**config.mk**
```make
export PLATFORM = sky130hd
export DESIGN_NAME = gcd_lcm_engine
export DESIGN_NICKNAME = d
export VERILOG_FILES = /design/src/rtl/gcd_lcm_pkg.sv /design/src/rtl/gcd_lcm_div.sv /design/src/rtl/gcd_lcm_div_chk.sv /design/src/rtl/gcd_lcm_engine.sv
export SDC_FILE = /design/constraint.sdc
export NUM_CORES = 1
export LEC_CHECK = 0
export ABC_AREA = 1
export ABC_CLOCK_PERIOD_IN_PS = 4650
export CORE_AREA = 2 2 162 164
export CTS_BUF_LIST = sky130_fd_sc_hd__clkbuf_4 sky130_fd_sc_hd__clkbuf_8
export DETAILED_ROUTE_END_ITERATION = 8
export DIE_AREA = 0 0 164 166
export SLEW_MARGIN = 20
export SYNTH_ARGS = -nofsm -noshare
export SYNTH_HDL_FRONTEND = slang
export SYNTH_SLANG_ARGS = --single-unit
```
**constraint.sdc**
```tcl
create_clock -name clk -period 4.65 [get_ports clk]
set_clock_uncertainty 0.15 [all_clocks]
set_input_delay 0.465 -clock clk [delete_from_list [all_inputs] [get_ports clk]]
set_output_delay 0.465 -clock clk [all_outputs]
set_load 0.05 [all_outputs]
```
**src/rtl/gcd_lcm_pkg.sv**
```systemverilog
// Shared types and width helpers for the GCD/LCM engine.
//   gl_state_e   : engine FSM states
//   gl_k_width   : width of the Stein power-of-two counter k (counts 0..DW)
//   gl_cnt_width : width of the divider iteration counter (counts DW..1)
package gcd_lcm_pkg;

  typedef enum logic [2:0] {
    ST_IDLE = 3'd0,
    ST_GCD  = 3'd1,
    ST_DIV  = 3'd2,
    ST_MUL  = 3'd3,
    ST_DONE = 3'd4
  } gl_state_e;

  function automatic int gl_k_width(input int dw);
    return $clog2(dw + 1);
  endfunction

  function automatic int gl_cnt_width(input int dw);
    return $clog2(dw + 1);
  endfunction

endpackage

```
**src/rtl/gcd_lcm_div.sv**
```systemverilog
// Restoring unsigned divider, one quotient bit per cycle, exactly DW cycles.
// Ports:
//   clk, rst_n   : clock, asynchronous active-low reset
//   i_start      : load dividend/divisor and begin (one-cycle pulse)
//   i_dividend   : DW-bit dividend
//   i_divisor    : DW-bit divisor (non-zero whenever i_start is used)
//   o_done       : high during the last iteration cycle; results valid next cycle
//   o_quotient   : DW-bit quotient
//   o_remainder  : DW-bit remainder
module gcd_lcm_div
  import gcd_lcm_pkg::*;
#(
  parameter int DW = 8
) (
  input  logic          clk,
  input  logic          rst_n,
  input  logic          i_start,
  input  logic [DW-1:0] i_dividend,
  input  logic [DW-1:0] i_divisor,
  output logic          o_done,
  output logic [DW-1:0] o_quotient,
  output logic [DW-1:0] o_remainder
);

  localparam int CW = gl_cnt_width(DW);

  logic [DW-1:0] r_quo;
  logic [DW-1:0] r_rem;
  logic [DW-1:0] r_dvs;
  logic [CW-1:0] r_cnt;
  logic          r_busy;
  logic [DW:0]   w_shift;
  logic [DW:0]   w_diff;

  // Shift the next dividend bit into the partial remainder and trial-subtract;
  // the top bit of w_diff is the borrow (partial remainder < divisor).
  always_comb begin
    w_shift = {r_rem, r_quo[DW-1]};
    w_diff  = w_shift - {1'b0, r_dvs};
  end

  // Iteration registers: quotient bits shift in from the right as dividend bits leave.
  always_ff @(posedge clk or negedge rst_n) begin
    if (!rst_n) begin
      r_quo  <= '0;
      r_rem  <= '0;
      r_dvs  <= '0;
      r_cnt  <= '0;
      r_busy <= 1'b0;
    end else if (i_start) begin
      r_quo  <= i_dividend;
      r_rem  <= '0;
      r_dvs  <= i_divisor;
      r_cnt  <= CW'(DW);
      r_busy <= 1'b1;
    end else if (r_busy) begin
      if (!w_diff[DW]) begin
        r_rem <= w_diff[DW-1:0];
        r_quo <= {r_quo[DW-2:0], 1'b1};
      end else begin
        r_rem <= w_shift[DW-1:0];
        r_quo <= {r_quo[DW-2:0], 1'b0};
      end
      r_cnt <= r_cnt - CW'(1);
      if (r_cnt == CW'(1)) begin
        r_busy <= 1'b0;
      end
    end
  end

  assign o_done      = r_busy && (r_cnt == CW'(1));
  assign o_quotient  = r_quo;
  assign o_remainder = r_rem;

endmodule

```
**src/rtl/gcd_lcm_div_chk.sv**
```systemverilog
// Checker for the divider: the dividend is always a multiple of the divisor
// (orig_a / gcd), so the remainder must be zero once a division completes.
// Ports:
//   clk, rst_n   : clock, asynchronous active-low reset
//   i_done       : divider last-iteration flag
//   i_remainder  : divider remainder output
module gcd_lcm_div_chk #(
  parameter int DW = 8
) (
  input logic          clk,
  input logic          rst_n,
  input logic          i_done,
  input logic [DW-1:0] i_remainder
);

  logic r_done_d;

  // Delay done by one cycle so the final remainder has been registered.
  always_ff @(posedge clk or negedge rst_n) begin
    if (!rst_n) begin
      r_done_d <= 1'b0;
    end else begin
      r_done_d <= i_done;
    end
  end

  // Remainder of orig_a / gcd must be zero.
  always @(posedge clk) begin
    if (rst_n && r_done_d) begin
      assert (i_remainder == '0);
    end
  end

endmodule

```
**src/rtl/gcd_lcm_engine.sv**
```systemverilog
// Iterative GCD/LCM engine: binary (Stein) GCD, then lcm = (a/gcd)*b.
// One operation in flight, valid/ready handshake on both sides.
// Parameters: DW operand width (>=2); LCM_EN 1 = gcd+lcm, 0 = gcd only (lcm_o = 0).
// Ports:
//   clk, rst_n          : clock, asynchronous active-low reset
//   in_valid / in_ready : operand handshake (in_ready high only in IDLE)
//   data_a, data_b      : unsigned operands
//   out_valid/out_ready : result handshake (out_valid held until accepted)
//   gcd_o, lcm_o        : results, held in IDLE until the next result
//   busy_o              : high in any state other than IDLE
module gcd_lcm_engine
  import gcd_lcm_pkg::*;
#(
  parameter int DW     = 8,
  parameter bit LCM_EN = 1'b1
) (
  input  logic            clk,
  input  logic            rst_n,
  input  logic            in_valid,
  output logic            in_ready,
  input  logic [DW-1:0]   data_a,
  input  logic [DW-1:0]   data_b,
  output logic            out_valid,
  input  logic            out_ready,
  output logic [DW-1:0]   gcd_o,
  output logic [2*DW-1:0] lcm_o,
  output logic            busy_o
);

  localparam int KW = gl_k_width(DW);
  localparam int LW = 2 * DW;

  gl_state_e       r_state;
  logic [DW-1:0]   r_a;
  logic [DW-1:0]   r_b;
  logic [DW-1:0]   r_orig_a;
  logic [DW-1:0]   r_orig_b;
  logic [KW-1:0]   r_k;
  logic [DW-1:0]   r_g;
  logic [DW-1:0]   r_gcd;
  logic [LW-1:0]   r_lcm;
  logic            r_in_ready;
  logic            r_out_valid;
  logic            r_busy;

  logic [DW-1:0]   w_a_nxt;
  logic [DW-1:0]   w_b_nxt;
  logic [KW-1:0]   w_k_nxt;
  logic [DW-1:0]   w_g;
  logic            w_gcd_exit;
  logic            w_zero_op;
  logic            w_div_done;
  logic [DW-1:0]   w_quot;

  assign w_zero_op = (r_orig_a == '0) || (r_orig_b == '0);

  // One Stein step on (a, b, k); exit once either value reaches zero,
  // restoring the common power of two with g = nonzero << k.
  always_comb begin
    w_a_nxt    = r_a;
    w_b_nxt    = r_b;
    w_k_nxt    = r_k;
    w_g        = '0;
    w_gcd_exit = 1'b0;
    if (r_a == '0) begin
      w_gcd_exit = 1'b1;
      w_g        = r_b << r_k;
    end else if (r_b == '0) begin
      w_gcd_exit = 1'b1;
      w_g        = r_a << r_k;
    end else if (!r_a[0] && !r_b[0]) begin
      w_a_nxt = r_a >> 1;
      w_b_nxt = r_b >> 1;
      w_k_nxt = r_k + KW'(1);
    end else if (!r_a[0]) begin
      w_a_nxt = r_a >> 1;
    end else if (!r_b[0]) begin
      w_b_nxt = r_b >> 1;
    end else if (r_a >= r_b) begin
      // both odd: the difference is even, so halve it in the same step
      w_a_nxt = (r_a - r_b) >> 1;
    end else begin
      w_b_nxt = (r_b - r_a) >> 1;
    end
  end

  generate
    if (LCM_EN) begin : g_lcm
      logic          w_div_start;
      logic [DW-1:0] w_rem;

      // Divider is loaded on the GCD exit edge so DIV lasts exactly DW cycles.
      assign w_div_start = (r_state == ST_GCD) && w_gcd_exit && !w_zero_op;

      gcd_lcm_div #(.DW(DW)) u_div (
        .clk         (clk),
        .rst_n       (rst_n),
        .i_start     (w_div_start),
        .i_dividend  (r_orig_a),
        .i_divisor   (w_g),
        .o_done      (w_div_done),
        .o_quotient  (w_quot),
        .o_remainder (w_rem)
      );

      gcd_lcm_div_chk #(.DW(DW)) u_div_chk (
        .clk         (clk),
        .rst_n       (rst_n),
        .i_done      (w_div_done),
        .i_remainder (w_rem)
      );
    end else begin : g_no_lcm
      assign w_div_done = 1'b0;
      assign w_quot     = '0;
    end
  endgenerate

  // Engine FSM; all handshake and result outputs are registered here.
  always_ff @(posedge clk or negedge rst_n) begin
    if (!rst_n) begin
      r_state     <= ST_IDLE;
      r_a         <= '0;
      r_b         <= '0;
      r_orig_a    <= '0;
      r_orig_b    <= '0;
      r_k         <= '0;
      r_g         <= '0;
      r_gcd       <= '0;
      r_lcm       <= '0;
      r_in_ready  <= 1'b1;
      r_out_valid <= 1'b0;
      r_busy      <= 1'b0;
    end else begin
      case (r_state)
        ST_IDLE: begin
          if (in_valid && r_in_ready) begin
            r_a        <= data_a;
            r_b        <= data_b;
            r_orig_a   <= data_a;
            r_orig_b   <= data_b;
            r_k        <= '0;
            r_in_ready <= 1'b0;
            r_busy     <= 1'b1;
            r_state    <= ST_GCD;
          end
        end
        ST_GCD: begin
          r_a <= w_a_nxt;
          r_b <= w_b_nxt;
          r_k <= w_k_nxt;
          if (w_gcd_exit) begin
            r_g <= w_g;
            if (LCM_EN && !w_zero_op) begin
              r_state <= ST_DIV;
            end else begin
              r_gcd       <= w_g;
              r_lcm       <= '0;
              r_out_valid <= 1'b1;
              r_state     <= ST_DONE;
            end
          end
        end
        ST_DIV: begin
          if (w_div_done) begin
            r_state <= ST_MUL;
          end
        end
        ST_MUL: begin
          // (a/g) * b <= a*b fits in 2*DW bits
          r_lcm       <= LW'(w_quot) * LW'(r_orig_b);
          r_gcd       <= r_g;
          r_out_valid <= 1'b1;
          r_state     <= ST_DONE;
        end
        ST_DONE: begin
          if (out_ready) begin
            r_out_valid <= 1'b0;
            r_busy      <= 1'b0;
            r_in_ready  <= 1'b1;
            r_state     <= ST_IDLE;
          end
        end
        default: begin
          r_out_valid <= 1'b0;
          r_busy      <= 1'b0;
          r_in_ready  <= 1'b1;
          r_state     <= ST_IDLE;
        end
      endcase
    end
  end

  assign in_ready  = r_in_ready;
  assign out_valid = r_out_valid;
  assign gcd_o     = r_gcd;
  assign lcm_o     = r_lcm;
  assign busy_o    = r_busy;

endmodule

```
Word level (Yosys, flattened, before mapping):

Cells that the tools add are included.

* bits in registers: 103
* input bits: 20
* output and inout port bits: 27
* logic and storage cells: 134

* add/sub/neg operators: 5
* multiply operators: 1
* order comparisons: 1
* equality and inequality tests: 17
* shifts and indexed selects: 2
* muxes and demuxes: 57
* bitwise gates (word level): 2
* reductions and logical operators: 30

Operator list (count)
* 8-bit 2-to-1 mux: 23
* 8-bit case mux with 2 select lines: 3
* 8-bit zero test: 4
* 16-bit 2-to-1 mux: 2
* 16-bit case mux with 2 select lines: 1
* 4-bit 2-to-1 mux: 6
* 8-bit by 8-bit multiplier with 16-bit output: 1
* 8-bit by 4-bit << shifter with 8-bit output: 2
* 8-bit subtractor: 2
* 3-bit 2-to-1 mux: 5
* 3-bit case mux with 5 select lines: 1
* 2-bit != test, second input constant: 7
* 1-bit 2-to-1 mux: 12
* 4-bit != test, second input constant: 3
* 4-bit AND reduction: 3
* 6-bit AND reduction: 2
* 5-bit AND reduction: 2
* 9-bit by 8-bit subtractor with 9-bit output: 1
* 8-bit greater-or-equal comparator: 1
* 4-bit case mux with 2 select lines: 1
* 3-bit by 2-bit equality test with 1-bit output, second input constant: 2
* 1-bit case mux with 3 select lines: 2
* 3-bit AND reduction: 2
* 2-bit nonzero test: 3
* other kinds (16): 24

Depth between registers and ports, before layout:

* depth in word-level cells: 8
* depth in mapped cells: 19
* gate-level depth less buffers: 18

Cells and area by module:

From an unflattened synthesis, not the netlist that was laid out.

* cells, all modules: 1269
* area, all modules: 8972.4 µm²

Modules (own cells, without submodules)
* gcd_lcm_engine: instances 1, cells each 1038, area an instance 7181.9 µm², sequential area each 1853.0 µm²
* gcd_lcm_div: instances 1, cells each 231, area an instance 1790.5 µm², sequential area each 725.7 µm²

Least setup slack after synthesis:

No wires, ideal clock.

* path type: register -> register
* from: register g_lcm.u_div.r_quo[0], in the netlist g_lcm.u_div.o_quotient[0]
* to: register r_lcm[12], in the netlist lcm_o[12]
* setup time: 123 ps
* arrival time: 3889 ps
* required time: 4377 ps
* slack: 488 ps
* stages on the path, launching flop included: 17
* path buffers: 1
* clock period less this slack: 4162 ps
* path through: dfrtp_1 clkbuf_1 nand2_1 fa_1 fa_1 inv_1 fa_1 inv_1 fa_1 inv_1 ha_1 a21oi_1 inv_1 o21ai_0 nand3_1 o21ai_0 nand2_1

* cells in the longest elaborated chain, start to end: 2

Ends and longest elaborated chain
* from (decl): RTL line gcd_lcm_div.sv:27 `logic [DW-1:0] r_quo;`
* from (signal assigned): RTL line gcd_lcm_div.sv:51 `r_quo <= i_dividend;`
* from (signal assigned): RTL line gcd_lcm_div.sv:59 `r_quo <= {r_quo[DW-2:0], 1'b1};`
* from (signal assigned): RTL line gcd_lcm_div.sv:62 `r_quo <= {r_quo[DW-2:0], 1'b0};`
* 8-bit by 8-bit multiplier with 16-bit output: RTL line gcd_lcm_engine.sv:170 `r_lcm <= LW'(w_quot) * LW'(r_orig_b);`
* 16-bit case mux with 2 select lines: RTL line gcd_lcm_engine.sv:134 `case (r_state)`
* to (signal assigned): RTL line gcd_lcm_engine.sv:170
* to (decl): RTL line gcd_lcm_engine.sv:41 `logic [LW-1:0] r_lcm;`

Every way passes these cells.
A chain may end at the register's enable or synchronous reset.

Final worst setup path:

* from: register r_orig_b[5]
* to: register r_lcm[14], in the netlist lcm_o[14]

* cells in the longest elaborated chain, start to end: 4
* elaborated cells on any way between the ends: 6
* classes of those cells: mul: 1; eq/ne: 1; mux: 1; reduce/logical: 3

Ends and longest elaborated chain
* from (decl): RTL line gcd_lcm_engine.sv:37 `logic [DW-1:0] r_orig_b;`
* from (signal assigned): RTL line gcd_lcm_engine.sv:140 `r_orig_b <= data_b;`
* parallel branches: the longest is 4 deep, another holds 8-bit by 8-bit multiplier with 16-bit output

Parallel ways; which one is timed is not known.

==> key figures <==
Yosys
  – Post-synthesis cell type count: 42
  – Async S/R FF share, synth: 1.00
  – Synth Instances: about 1200
  – Avg Cell Area, Syn: 7.04 sq um
  – Syn. warnings: 0
  – Number of synthesized flops with an enable pin: 0
  – Register area share after synthesis: 0.295
  – Primary FF master, synth: dfrtp_1
  – Syn_nets: 1363
  – Post-Syn Area: ~0.0087 sq mm
  – Yosys reg bits: 103

Placement
  – Placed cells: between 1500 and 2000
  – GP Congestion: 0.964
  – Cell Area, Placed: 0.00948 sq mm
  – I/O Buffers: 46
  – Hpwl dp: 18600 microns

Global routing
  – Total track usage: 0.180
  – Pin count of the biggest net entering global routing: 66
  – Global-route wire length before repair: 39300 microns
  – Vias in the first global route: a little under 8000
  – Antenna violations before repair: 0
  – Aggregate global routing overflow: 0

Job
  – Max-cap check violation count: 0

Timing
  – Relative slew slack: 0.397
  – Actual slew at the worst max-slew pin: 904 ps
  – Fin crit period: approximately 4300 ps
  – RSZ-0062 raised after global routing: false
  – Final slew viol count: 0
  – Final Hold Viols: 0
  – Crit share post-route: 0.933
  – Post-route setup TNS: 0 ps
  – Fmax: 230 MHz
  – Final setup fails: 0

Floorplan
  – I/O Pins: 47
  – Initial Utilization: 0.341
  – # rows: between 50 and 60
  – Die X: 164 microns
  – Die area: roughly 0.027 sq mm
  – Core area: 0.0256 sq mm
  – Die height: 166 microns

Power and ir drop
  – Power per cell area: slightly above 700 mW/mm^2
  – P_leak: 0.00536 uW
  – Worst vdd ir: about 0.00028 V

Routing
  – DRC viols: 0
  – Initial DRC count: roughly 510
  – Antenna viol nets, final: 0
  – Routed length per placed instance: approximately 15 microns
  – TritonRoute pass-1 iters: 5
  – DR vias: 7715
  – Vias per inst: 4.81
  – Total wire length: about 24000 microns

Clock network
  – Clock buffer depth: 2
  – Post-CTS setup buffer count: 0
  – CTS clk-pin slew, worst paths: 120 ps
  – TritonCTS clock tree: done
  – CTS Buf Count: 9
  – Skew-Pair Late Insertion Delay: roughly 400 ps
  – Clock sinks: around 100
  – H-tree levels: 3
  – Root Driver: clkbuf_8
  – CTS Hold Bufs: 0

Worst hold path
  – Min-delay worst type: input pin to asynchronous set/reset pin

Finish
  – Final core occ: 0.378
  – # diodes: 0
  – Most common cell after layout, fill and taps aside: nand2_1
  – Design area: 0.00968 sq mm
  – Layout cells sized above 1: 0.0441
  – Most frequent cells in the layout: nand2_1, inv_1, nand3_1
  – Final #Nets: 1387
  – Area growth, synth to finish: 10.7%
  – Final std cells w/o fill: 1604

Critical path
  – Max FO, Critical Path: 10
  – Crit path capture: lcm_o[14]
  – Reg2reg start: r_orig_b[5]
  – Worst reg-to-reg path cell count: 16
  – CP Class: flip-flop to flip-flop
  – FF-to-FF End: lcm_o[14]
  – CP arrival: 4520 ps
  – Worst Setup End Kind: flip-flop
  – R2R setup slack: 310 ps
  – CP startpoint kind: flip-flop
  – Critical Path RT: 4830 ps
  – Crit path from: r_orig_b[5]

Status
  – Status: completed
-- synth_stat cells (2+ instances only) --
master / number / area (sq um)
nor2_8: 2 / 40.0
or2_2: 3 / 18.8
buf_1: 2 / 7.51
buf_2: 19 / 95.1
nor3_1: 5 / 25.0
nand3_2: 2 / 20.0
o21bai_1: 2 / 15.0
o22ai_1: 7 / 43.8
a21o_1: 2 / 15.0
a22o_1: 4 / 35.0
buf_6: 2 / 22.5
clkinv_1: 2 / 7.51
inv_2: 4 / 15.0
inv_1: 205 / 769
nand2_2: 4 / 25.0
a21boi_1: 2 / 15.0
clkbuf_1: 16 / 60.1
nand4_1: 15 / 93.8
nand2_4: 2 / 22.5
buf_4: 3 / 22.5
nand2_1: 402 / 1510
xor2_1: 11 / 96.3
nor2_1: 64 / 240
a21oi_1: 46 / 230
xnor2_1: 4 / 35.0
ha_1: 63 / 788
o211ai_1: 6 / 45.0
o21ai_0: 82 / 410
nor2_4: 4 / 45.0
nand3b_1: 2 / 15.0
fa_1: 39 / 781
nor2_2: 3 / 18.8
nand3_1: 102 / 510
dfrtp_1: 102 / 2550
-- registers in the layout (all words and copies together), names as in the netlist --
name,count
busy_o,1
g_lcm.u_div.o_quotient,8
g_lcm.u_div.o_remainder,8
g_lcm.u_div.r_busy,1
g_lcm.u_div.r_cnt,4
g_lcm.u_div.r_dvs,8
gcd_o,8
in_ready,1
lcm_o,16
out_valid,1
r_a,8
r_b,8
r_g,8
r_k,4
r_orig_a,8
r_orig_b,8
r_state,3
-- kinds of logic after synthesis --
| kind of cell | Yosys count | synth area share |
|---|---|---|
| AND/OR/NAND/NOR | 613 | 0.300 |
| AO/OA/AOI/OAI | 154 | 0.0958 |
| XOR/XNOR | 15 | 0.0150 |
| flip-flops | 103 | 0.295 |
| buffers and inverters | 254 | 0.115 |
| adder cells (fa/ha/maj) | 102 | 0.180 |
-- through the flow --
step / power, uW / hold slack (ps) / setup WS [ps]
6_report: 6930 / 16.7 / 310
2_1_floorplan: 5130 / 19.4 / 488
4_1_cts: 6980 / 70.3 / 286
3_3_place_gp: 6300 / 303 / 369
5_1_grt: 7710 / 91.4 / 3.59
3_5_place_dp: 6350 / 311 / 271
-- where the power goes --
part | internal, uW | switching, uW | leakage [uW] | total (uW)
Clock | 260 | 350 | 0.0000987 | 611
Combinational | 1580 | 3040 | 0.00392 | 4610
Sequential | 1250 | 461 | 0.00134 | 1710
-- layer usage --
| layer | vias up | share of wire | GRT usage |
|---|---|---|---|
| met5 | - | 0 | 0 |
| met4 | 0 | 0.020 | 0.0488 |
| met2 | 134 | 0.50 | 0.316 |
| met1 | 3624 | 0.45 | 0.230 |
| met3 | 33 | 0.029 | 0.0270 |
| li1 | 3924 | - | - |
-- critical path, cell delays in order (launching register included) --
cell and delay [ps]:
dfrtp_1 540, nand2_1 120, fa_1 490, fa_1 550
inv_1 50, fa_1 530, inv_1 50, fa_1 520
inv_1 40, ha_1 340, a21oi_1 280, o21ai_0 160
nand2_1 80, nand4_1 90, nand2_1 70, nand2_1 40
o21ai_0 150
-- timing repair --
item,4_1_cts,5_1_grt
endpoints found under the setup margin,0,3
resized for setup,0,2
endpoints found under the hold margin,0,0
-- cell type report --
cell class / instances / area, sq um
well taps: 335 / 419
clock buffers: 10 / 131
fillers: 2708 / 15900
repair buffers: 55 / 526
clock inverters: 5 / 66.3
inverters: 212 / 798
multi-input cells: 884 / 5160
flip-flops and latches: 103 / 2580
-- worst min-delay path by stage --
stage          slack [ps]     start  depth (start not counted)         end
2_1_floorplan          20     rst_n                          0      busy_o
3_3_place_gp          300  lcm_o[0]                          2    lcm_o[0]
3_5_place_dp          310  lcm_o[0]                          2    lcm_o[0]
4_1_cts                70     rst_n                          1      r_b[4]
5_1_grt                90     rst_n                          1  r_state[0]
6_report               20     rst_n                          1  r_state[0]
Note: power is estimated with default switching activity, not from simulation.
